$ cat src/rtl/frame_pkg.sv
// Shared constants for the double-buffered frame store (reader and writer sides).
// Bank base addresses and the read-controller state encoding live here.
package frame_pkg;

  localparam int H_RES        = 640;
  localparam int V_RES        = 480;
  localparam int FRAME_PIXELS = H_RES * V_RES;
  localparam int BANK1_BASE   = FRAME_PIXELS;

  localparam int CNT_W = 19;
  localparam int X_W   = 10;
  localparam int Y_W   = 9;

  typedef enum logic [2:0] {
    ST_IDLE,
    ST_WAIT_FRAME,
    ST_READ,
    ST_DRAIN,
    ST_DONE
  } rd_state_t;

endpackage

$ cat src/rtl/sync_fifo.sv
// Single-clock show-ahead FIFO: dout always presents the head entry while not empty.
// DEPTH must be a power of two so the pointers wrap naturally.
module sync_fifo #(
  parameter int DATA_W = 16,
  parameter int DEPTH  = 8
) (
  input  logic                     clk,
  input  logic                     reset,
  input  logic                     wr_en,
  input  logic [DATA_W-1:0]        din,
  input  logic                     rd_en,
  output logic [DATA_W-1:0]        dout,
  output logic [$clog2(DEPTH):0]   count,
  output logic                     empty,
  output logic                     full
);

  localparam int AW = $clog2(DEPTH);

  logic [DATA_W-1:0] mem [DEPTH];
  logic [AW-1:0]     wr_ptr_q, wr_ptr_d;
  logic [AW-1:0]     rd_ptr_q, rd_ptr_d;
  logic [AW:0]       count_q, count_d;
  logic              wr_ok, rd_ok;

  assign empty = (count_q == '0);
  assign full  = (count_q == (AW+1)'(DEPTH));
  assign count = count_q;
  assign wr_ok = wr_en & ~full;
  assign rd_ok = rd_en & ~empty;
  assign dout  = mem[rd_ptr_q];

  always_comb begin
    wr_ptr_d = wr_ptr_q;
    rd_ptr_d = rd_ptr_q;
    count_d  = count_q;
    if (wr_ok) wr_ptr_d = wr_ptr_q + AW'(1);
    if (rd_ok) rd_ptr_d = rd_ptr_q + AW'(1);
    if (wr_ok && !rd_ok) count_d = count_q + (AW+1)'(1);
    else if (!wr_ok && rd_ok) count_d = count_q - (AW+1)'(1);
  end

  always_ff @(posedge clk) begin
    if (!reset) begin
      wr_ptr_q <= '0;
      rd_ptr_q <= '0;
      count_q  <= '0;
    end else begin
      wr_ptr_q <= wr_ptr_d;
      rd_ptr_q <= rd_ptr_d;
      count_q  <= count_d;
    end
  end

  // Storage has no reset; occupancy is governed entirely by the pointers.
  always_ff @(posedge clk) begin
    if (wr_ok) mem[wr_ptr_q] <= din;
  end

endmodule

$ cat src/rtl/frame_reader.sv
// Read-side frame store controller: issues credit-limited sequential SDRAM reads
// over one bank and streams returned pixels in raster order with coordinates and markers.
module frame_reader #(
  parameter int H_RES      = frame_pkg::H_RES,
  parameter int V_RES      = frame_pkg::V_RES,
  parameter int DATA_W     = 16,
  parameter int ADDR_W     = 23,
  parameter int FIFO_DEPTH = 8
) (
  input  logic              clk,
  input  logic              reset,
  input  logic              start,
  input  logic              bank,
  input  logic              frame_ready,
  output logic              rd_req,
  output logic [ADDR_W-1:0] rd_addr,
  input  logic              rd_gnt,
  input  logic              rd_valid,
  input  logic [DATA_W-1:0] rd_data,
  output logic              pix_valid,
  input  logic              pix_ready,
  output logic [DATA_W-1:0] pix_data,
  output logic [9:0]        pix_x,
  output logic [8:0]        pix_y,
  output logic              pix_sof,
  output logic              pix_eol,
  output logic              pix_eof,
  output logic              busy,
  output logic              done
);

  import frame_pkg::*;

  localparam int FRAME_PX = H_RES * V_RES;
  localparam int AW       = $clog2(FIFO_DEPTH);

  rd_state_t         state_q, state_d;
  logic [ADDR_W-1:0] base_q, base_d;
  logic [CNT_W-1:0]  req_cnt_q, req_cnt_d;
  logic [CNT_W-1:0]  out_cnt_q, out_cnt_d;
  logic [AW:0]       outst_q, outst_d;
  logic [X_W-1:0]    x_q, x_d;
  logic [Y_W-1:0]    y_q, y_d;

  logic [DATA_W-1:0] fifo_dout;
  logic [AW:0]       fifo_count;
  logic              fifo_empty, fifo_full;
  logic              fifo_wr, fifo_rd;
  logic              active, credit_ok, grant, xfer;
  logic              last_req, last_out;

  // Outstanding reads plus buffered pixels never exceed the FIFO depth, so every
  // return is guaranteed a slot. The sum can only shrink while a request waits for
  // its grant, which keeps rd_req stable until accepted.
  assign credit_ok = ({1'b0, outst_q} + {1'b0, fifo_count}) < (AW+2)'(FIFO_DEPTH);
  assign active    = (state_q == ST_READ) || (state_q == ST_DRAIN);
  assign rd_req    = (state_q == ST_READ) && credit_ok;
  assign rd_addr   = rd_req ? (base_q + ADDR_W'(req_cnt_q)) : '0;
  assign grant     = rd_req & rd_gnt;
  assign fifo_wr   = rd_valid & active & ~fifo_full;
  assign pix_valid = ~fifo_empty;
  assign xfer      = pix_valid & pix_ready;
  assign fifo_rd   = xfer;
  assign last_req  = (req_cnt_q == CNT_W'(FRAME_PX - 1));
  assign last_out  = (out_cnt_q == CNT_W'(FRAME_PX - 1));

  assign pix_data  = pix_valid ? fifo_dout : '0;
  assign pix_x     = pix_valid ? x_q : '0;
  assign pix_y     = pix_valid ? y_q : '0;
  assign pix_sof   = pix_valid && (x_q == '0) && (y_q == '0);
  assign pix_eol   = pix_valid && (x_q == X_W'(H_RES - 1));
  assign pix_eof   = pix_valid && last_out;
  assign busy      = (state_q != ST_IDLE);
  assign done      = (state_q == ST_DONE);

  sync_fifo #(
    .DATA_W (DATA_W),
    .DEPTH  (FIFO_DEPTH)
  ) u_fifo (
    .clk   (clk),
    .reset (reset),
    .wr_en (fifo_wr),
    .din   (rd_data),
    .rd_en (fifo_rd),
    .dout  (fifo_dout),
    .count (fifo_count),
    .empty (fifo_empty),
    .full  (fifo_full)
  );

  always_comb begin
    state_d   = state_q;
    base_d    = base_q;
    req_cnt_d = req_cnt_q;
    out_cnt_d = out_cnt_q;
    outst_d   = outst_q;
    x_d       = x_q;
    y_d       = y_q;

    if (grant && !fifo_wr) outst_d = outst_q + (AW+1)'(1);
    else if (!grant && fifo_wr) outst_d = outst_q - (AW+1)'(1);

    if (grant) req_cnt_d = req_cnt_q + CNT_W'(1);

    if (xfer) begin
      out_cnt_d = out_cnt_q + CNT_W'(1);
      if (x_q == X_W'(H_RES - 1)) begin
        x_d = '0;
        y_d = y_q + Y_W'(1);
      end else begin
        x_d = x_q + X_W'(1);
      end
    end

    case (state_q)
      ST_IDLE: begin
        req_cnt_d = '0;
        out_cnt_d = '0;
        outst_d   = '0;
        x_d       = '0;
        y_d       = '0;
        if (start) begin
          base_d  = bank ? ADDR_W'(FRAME_PX) : '0;
          state_d = ST_WAIT_FRAME;
        end
      end
      ST_WAIT_FRAME: begin
        if (frame_ready) state_d = ST_READ;
      end
      ST_READ: begin
        if (grant && last_req) state_d = ST_DRAIN;
      end
      ST_DRAIN: begin
        if (xfer && last_out) state_d = ST_DONE;
      end
      ST_DONE: begin
        state_d = ST_IDLE;
      end
      default: state_d = ST_IDLE;
    endcase
  end

  always_ff @(posedge clk) begin
    if (!reset) begin
      state_q   <= ST_IDLE;
      base_q    <= '0;
      req_cnt_q <= '0;
      out_cnt_q <= '0;
      outst_q   <= '0;
      x_q       <= '0;
      y_q       <= '0;
    end else begin
      state_q   <= state_d;
      base_q    <= base_d;
      req_cnt_q <= req_cnt_d;
      out_cnt_q <= out_cnt_d;
      outst_q   <= outst_d;
      x_q       <= x_d;
      y_q       <= y_d;
    end
  end

endmodule

$ cat config.mk
export PLATFORM = sky130hd
export DESIGN_NAME = frame_reader
export DESIGN_NICKNAME = d
export VERILOG_FILES = /design/src/rtl/frame_pkg.sv /design/src/rtl/sync_fifo.sv /design/src/rtl/frame_reader.sv
export SDC_FILE = /design/constraint.sdc
export NUM_CORES = 1
export LEC_CHECK = 0
export ABC_AREA = 1
export BUFFER_PORTS_ARGS = -buffer_cell sky130_fd_sc_hd__buf_4
export CORE_MARGIN = 4
export CORE_UTILIZATION = 44
export DETAILED_ROUTE_END_ITERATION = 16
export PLACE_DENSITY = 0.73
export SYNTH_ARGS = -nofsm -noshare
export SYNTH_HDL_FRONTEND = slang
export SYNTH_HIERARCHICAL = 1
export SYNTH_SLANG_ARGS = --single-unit
$ cat constraint.sdc
create_clock -name clk -period 3.3 [get_ports clk]
set_input_delay 0 -clock clk [delete_from_list [all_inputs] [get_ports clk]]
set_output_delay 0 -clock clk [all_outputs]
set_load 0.005 [all_outputs]
### After elaboration in Yosys (flattened, before gate mapping)

Memory sizes are Yosys's and may differ from the RTL's. A register that Yosys moved wholly into a read port is not among the register bits.
Cells that the tools add are included.

* output and inout bits: 65
* memories kept: 1
* input bits: 24
* flip-flop bits (word level): 97
* RAM bits: 128
* logic and storage cells: 91

* order comparisons: 1
* equal/unequal tests: 12
* reductions and logical operators: 27
* add/subtract/negate cells: 12
* bitwise operators: 9
* muxes and demuxes: 19

Memory list
* u_fifo.mem: words 8, width 16, read ports 1, clocked after memory_dff 1, wr ports 1, RTL line sync_fifo.sv:20 `logic [DATA_W-1:0] mem [DEPTH];`

Operator list (number)
* 19-bit by 1-bit adder with 19-bit output, second input constant: 2
* 19-bit == test, second input constant: 2
* 23-bit by 19-bit adder with 23-bit output: 1
* 23-bit 2-to-1 mux: 1
* 10-bit 2-to-1 mux: 2
* 19-bit 2-to-1 mux: 1
* 3-bit 2-to-1 mux: 6
* 16-bit 2-to-1 mux: 1
* 4-bit 2-to-1 mux: 4
* 3-bit case mux with 4 select lines: 1
* 1-bit logical AND: 11
* 10-bit by 1-bit adder with 10-bit output, second input constant: 1
* 10-bit == test, second input constant: 1
* 10-bit zero test: 1
* 9-bit by 1-bit adder with 9-bit output, second input constant: 1
* 9-bit zero test: 1
* 9-bit 2-to-1 mux: 1
* 4-bit by 1-bit adder with 4-bit output, second input constant: 2
* 4-bit by 1-bit subtractor with 4-bit output, second input constant: 2
* 3-bit by 1-bit adder with 3-bit output, second input constant: 2
* 1-bit AND: 6
* 3-bit by 2-bit == test with 1-bit output, second input constant: 2
* 4-bit by 4-bit adder with 5-bit output: 1
* 5-bit by 4-bit < comparator with 1-bit output, second input constant: 1
* other kinds (16): 26

### Depth between registers and ports, before layout

* depth after elaboration: 9
* gate-level depth with buffers: 18
* gate-level depth less buffers: 17

### By module

Netlist, hierarchy kept.

Modules (own cells, without submodules)
* sync_fifo: seq. area each 4103.9 um^2, instances 1, area an instance 5790.6 um^2, cells an instance 524
* frame_reader: seq. area each 1301.2 um^2, instances 1, area an instance 4149.0 um^2, cells an instance 635

### Worst setup path after synthesis

OpenSTA, ideal clock, no wires.

* kind: reg-to-reg
* start point: reg u_fifo.count_q[0], in the netlist u_fifo/count[0]
* end point: mem u_fifo.mem[0][0] (enable)
* setup time: 0.388 ns
* stages on the path, launching flop included: 9
* path buffers: 0
* setup slack: 0.769 ns
* period minus slack after synthesis: 2.531 ns
* required time: 2.912 ns
* arrival: 2.142 ns
* cell sequence: dfxtp_1 > nor2_1 > nand3_1 > inv_1 > nor4_1 > nand2_1 > inv_1 > nand2_1 > nor2_1

* cells in the longest elaborated chain, start to end: 6

RTL lines
* start, declared: RTL line sync_fifo.sv:23 `logic [AW:0] count_q, count_d;`
* start signal, assigned: RTL line sync_fifo.sv:51 `count_q <= count_d;`
* 4-bit == test: RTL line sync_fifo.sv:27 `assign full = (count_q == (AW+1)'(DEPTH));`
* named net fifo_full: RTL line frame_reader.sv:47 `logic fifo_empty, fifo_full;`
* 1-bit inverter: RTL line frame_reader.sv:60 `assign fifo_wr = rd_valid & active & ~fifo_full;`
* 1-bit AND: RTL line frame_reader.sv:60
* named net fifo_wr: RTL line frame_reader.sv:48 `logic fifo_wr, fifo_rd;`
* 1-bit AND: RTL line sync_fifo.sv:29 `assign wr_ok = wr_en & ~full;`
* named net u_fifo.wr_ok: RTL line sync_fifo.sv:24 `logic wr_ok, rd_ok;`
* 1-bit 2-to-1 mux: RTL line sync_fifo.sv:57 `if (wr_ok) mem[wr_ptr_q] <= din;`
* 1-bit 2-to-1 mux (implied by the code): RTL line sync_fifo.sv:57
* end, declared: RTL line sync_fifo.sv:20

The timed path passes the listed nets, and every way through them passes these cells.

### Final worst setup path

* start point: reg u_fifo.count_q[0], in the netlist u_fifo/count[0]
* end point: reg u_fifo.count_q[3], in the netlist u_fifo/count[3]

* cells in the longest elaborated chain, start to end: 7
* elaborated cells on any way between the ends: 17
* classes of those cells: 2 x add/sub; 1 x eq/ne; 2 x mux; 6 x bitwise; 6 x reduce/logical

RTL lines
* 4-bit == test *: RTL line sync_fifo.sv:27
* named net fifo_full: RTL line frame_reader.sv:47
* 1-bit inverter *: RTL line frame_reader.sv:60
* 1-bit AND *: RTL line frame_reader.sv:60
* named net fifo_wr: RTL line frame_reader.sv:48
* 1-bit AND *: RTL line sync_fifo.sv:29
* named net u_fifo.wr_ok: RTL line sync_fifo.sv:24
* 1-bit zero test: RTL line sync_fifo.sv:40 `else if (!wr_ok && rd_ok) count_d = count_q - (AW+1)'(1);`
* 1-bit logical AND: RTL line sync_fifo.sv:40
* 2-bit nonzero test (no source line)

The timed path passes the listed nets; every way through them passes the cells marked *. The select of a mux whose other input is x is not followed.
A chain may end at the register's enable or synchronous reset.

==> flow_summary.yaml <==
drt:
  drt_pass1_iterations: 5
  wire_per_inst_um: 14.6
  viasPerCell: 5.06
  detail-route-antenna-nets: 0
  dr_total_vias: 7920
  drc_errors: 0
  routed_wl_um: 22900
  drt-initial-drc-count: 493
sta:
  tns_ps: 0
  slew_headroom_pct: 14.6
  post-route-period-util_pct: 84.6
  tightest_slew_ps: 1280
  hold_viol_final: 0
  drv_slew: 0
  fin_skew_ps: 9.33
  rsz0062_at_grt: "false"
  timing.fmax_mhz: 358
  setup_viol: 0
  min_period_ps: 2790
finish:
  num_antenna_cells: 0
  drive_above_1_share_pct: 12.1
  fill_cells: 1954
  seq_area_mm2: 0.00541
  areaGrowthSynthToFinish_pct: 17.9
  final_cell_mix: "nor2_1, nand2_1, edfxtp_1"
  instances_no_fill: 1566
  multi_input_area_mm2: 0.00378
  num-nets-final: 1318
  final_common_cell: "nor2_1"
worst_setup_path:
  startpoint_type: "flip-flop"
  required_ps: 3710
  worstSetupPathType: "flip-flop to flip-flop"
  crit_fanout: 5
  cp.arrival_ps: 3210
  endpoint_kind: "flip-flop"
grt:
  grt_max_degree: 65
  antenna_found_initial: 0
  grt_util_all_layers_pct: 18.1
  grt-ovfl-total: 0
  grt_pass1_wl_um: 36900
  grt_pass1_vias: 7529
pwr:
  p_leak_nw: 4.67
  powerDensity_mw_per_mm2: 640
  max-vdd-ir-drop_v: 0.000418
synth:
  ys_seq_area_share_pct: 54.4
  yosysWarnings: 6
  synthDistinctLibCells: 48
  synth-edff-count: 128
  synth.cell_area_mm2: 0.00994
  syn_inst: 1159
  ys_seq_elements: 206
  synthArstFlopShare_pct: 0
  synth_ff_type: "edfxtp_1"
  synth_area_per_cell_um2: 8.58
floorplanning:
  die_w_um: 158
  coreArea_mm2: 0.0220
  die_h_um: 158
  row_count: 54
  initial_core_util_pct: 45.1
  pin_count: 89
  die-area_mm2: 0.0251
cts:
  clock_latency_ps: 510
  clock-root-buffer: "clkbuf_16"
  htreeDepth: 1
  post_cts_buffers: 0
  cts.clk_slew.worst_paths_ps: 60
  cts_buffers: 23
  cts_sinks: 206
  clock_path_buffers: 3
  cts_tree: "done"
place:
  numPortBuffers: 85
  place_hpwl_um: 14800
  gp_congestion: 0.870
  dp.cells: 1501
flow_run:
  cap_viol_max_count: 0
status:
  outcome: "finished clean"
worst_hold_path:
  hold_path.class: "input port to flip-flop"
## through the flow
stage | setup slack (ps) | area (µm²) | util (%) | total power, mW | hold WS [ps]
2_1_floorplan | 769 | 9950 | - | 4.60 | 97.6
5_1_grt | 142 | 11700 | 53.2 | 7.99 | 101
6_report | 507 | 11700 | 53.2 | 7.50 | 63.9
3_3_place_gp | 579 | 10800 | 49.0 | 5.13 | 233
4_1_cts | 511 | 11700 | 53.2 | 7.57 | 32.3
3_5_place_dp | 526 | 10800 | 49.0 | 5.19 | 236
## what timing repair did
| action | 4_1_cts | 5_1_grt |
|---|---|---|
| gates resized for setup | 0 | 0 |
| hold endpoints to repair | 163 | 0 |
| hold buffers | 24 | 0 |
## worst paths after layout
check                  start              end  slack (ps)  depth (start not counted)
min reg2reg     out_cnt_q[6]     out_cnt_q[6]         450                          2
max          u_fifo/count[0]  u_fifo/count[3]         510                         14
min              frame_ready       state_q[0]          60                          6
max reg2reg  u_fifo/count[0]  u_fifo/count[3]         510                         14
## metal layers
layer | vias to the layer above | part of all wire [%] | GRT usage [%]
li1 | 3996 | - | -
met1 | 3690 | 45 | 24.3
met2 | 205 | 48 | 31.2
met3 | 29 | 5.2 | 2.61
met4 | 0 | 1.9 | 4.35
met5 | - | 0 | 0
## Yosys cell counts (all sizes together), types with 2 or more instances
cell type  instances  share of area, %
nor3b              4              0.30
inv              126               4.8
nor3              22               1.3
nor4               7              0.59
nor2             268                11
ha                21               2.6
fa                 3              0.60
xor2              15               1.3
clkbuf            12              0.45
nand3             44               2.3
dfxtp             78                16
clkinv             3              0.21
nand2            223               8.7
a31oi              3              0.19
nand3b             3              0.23
xnor2              2              0.18
buf               29               2.2
edfxtp           128                39
o21ai             97               4.9
nand4             11              0.76
a211oi             3              0.23
a21oi             49               2.5
## kinds of logic after synthesis
kind of cell | after synthesis | share of synthesized area, %
AOI/OAI and AO/OA | 157 | 8.16
xor gates and xnor gates | 17 | 1.50
adders and majority gates | 24 | 3.25
buffers and inverters | 170 | 7.64
DFF | 206 | 54.4
other | 1 | 0.0377
and+or+nand+nor | 584 | 25.0
## area by class of cell
type	count	area share, %
multi-input combinational	785	32.3
sequential	206	46.1
inverter	129	4.26
tap	280	2.99
timing repair buffer	125	8.52
clock inverter	10	0.619
clock buffer	31	5.17
## power by group
part           internal (mW)  switching, mW  leakage [nW]  total [mW]
Combinational          0.788           1.46          2.57        2.25
Clock                   1.30           1.01         0.320        2.32
Sequential              2.85         0.0877          1.78        2.93
## worst max-delay path, stage by stage (launching register included)
cell,delay (ps)
dfxtp_1,440
nor2_1,100
nand3_1,140
inv_1,50
nor4_1,510
nand2_1,190
inv_1,130
ha_1,170
inv_1,90
ha_1,310
or2_2,310
nand3_1,80
nand3_1,70
nand2_1,60
inv_1,30
## sequential cells by signal, indices dropped and copies added (netlist names), named ones only
name / count
u_fifo/count: 4
u_fifo/rd_ptr_q: 3
out_cnt_q: 19
req_cnt_q: 19
u_fifo/wr_ptr_q: 3
outst_q: 4
base_q: 1
u_fifo/mem: 128
y_q: 9
x_q: 10
state_q: 3
No activity file was read; power rests on OpenSTA's default activity.
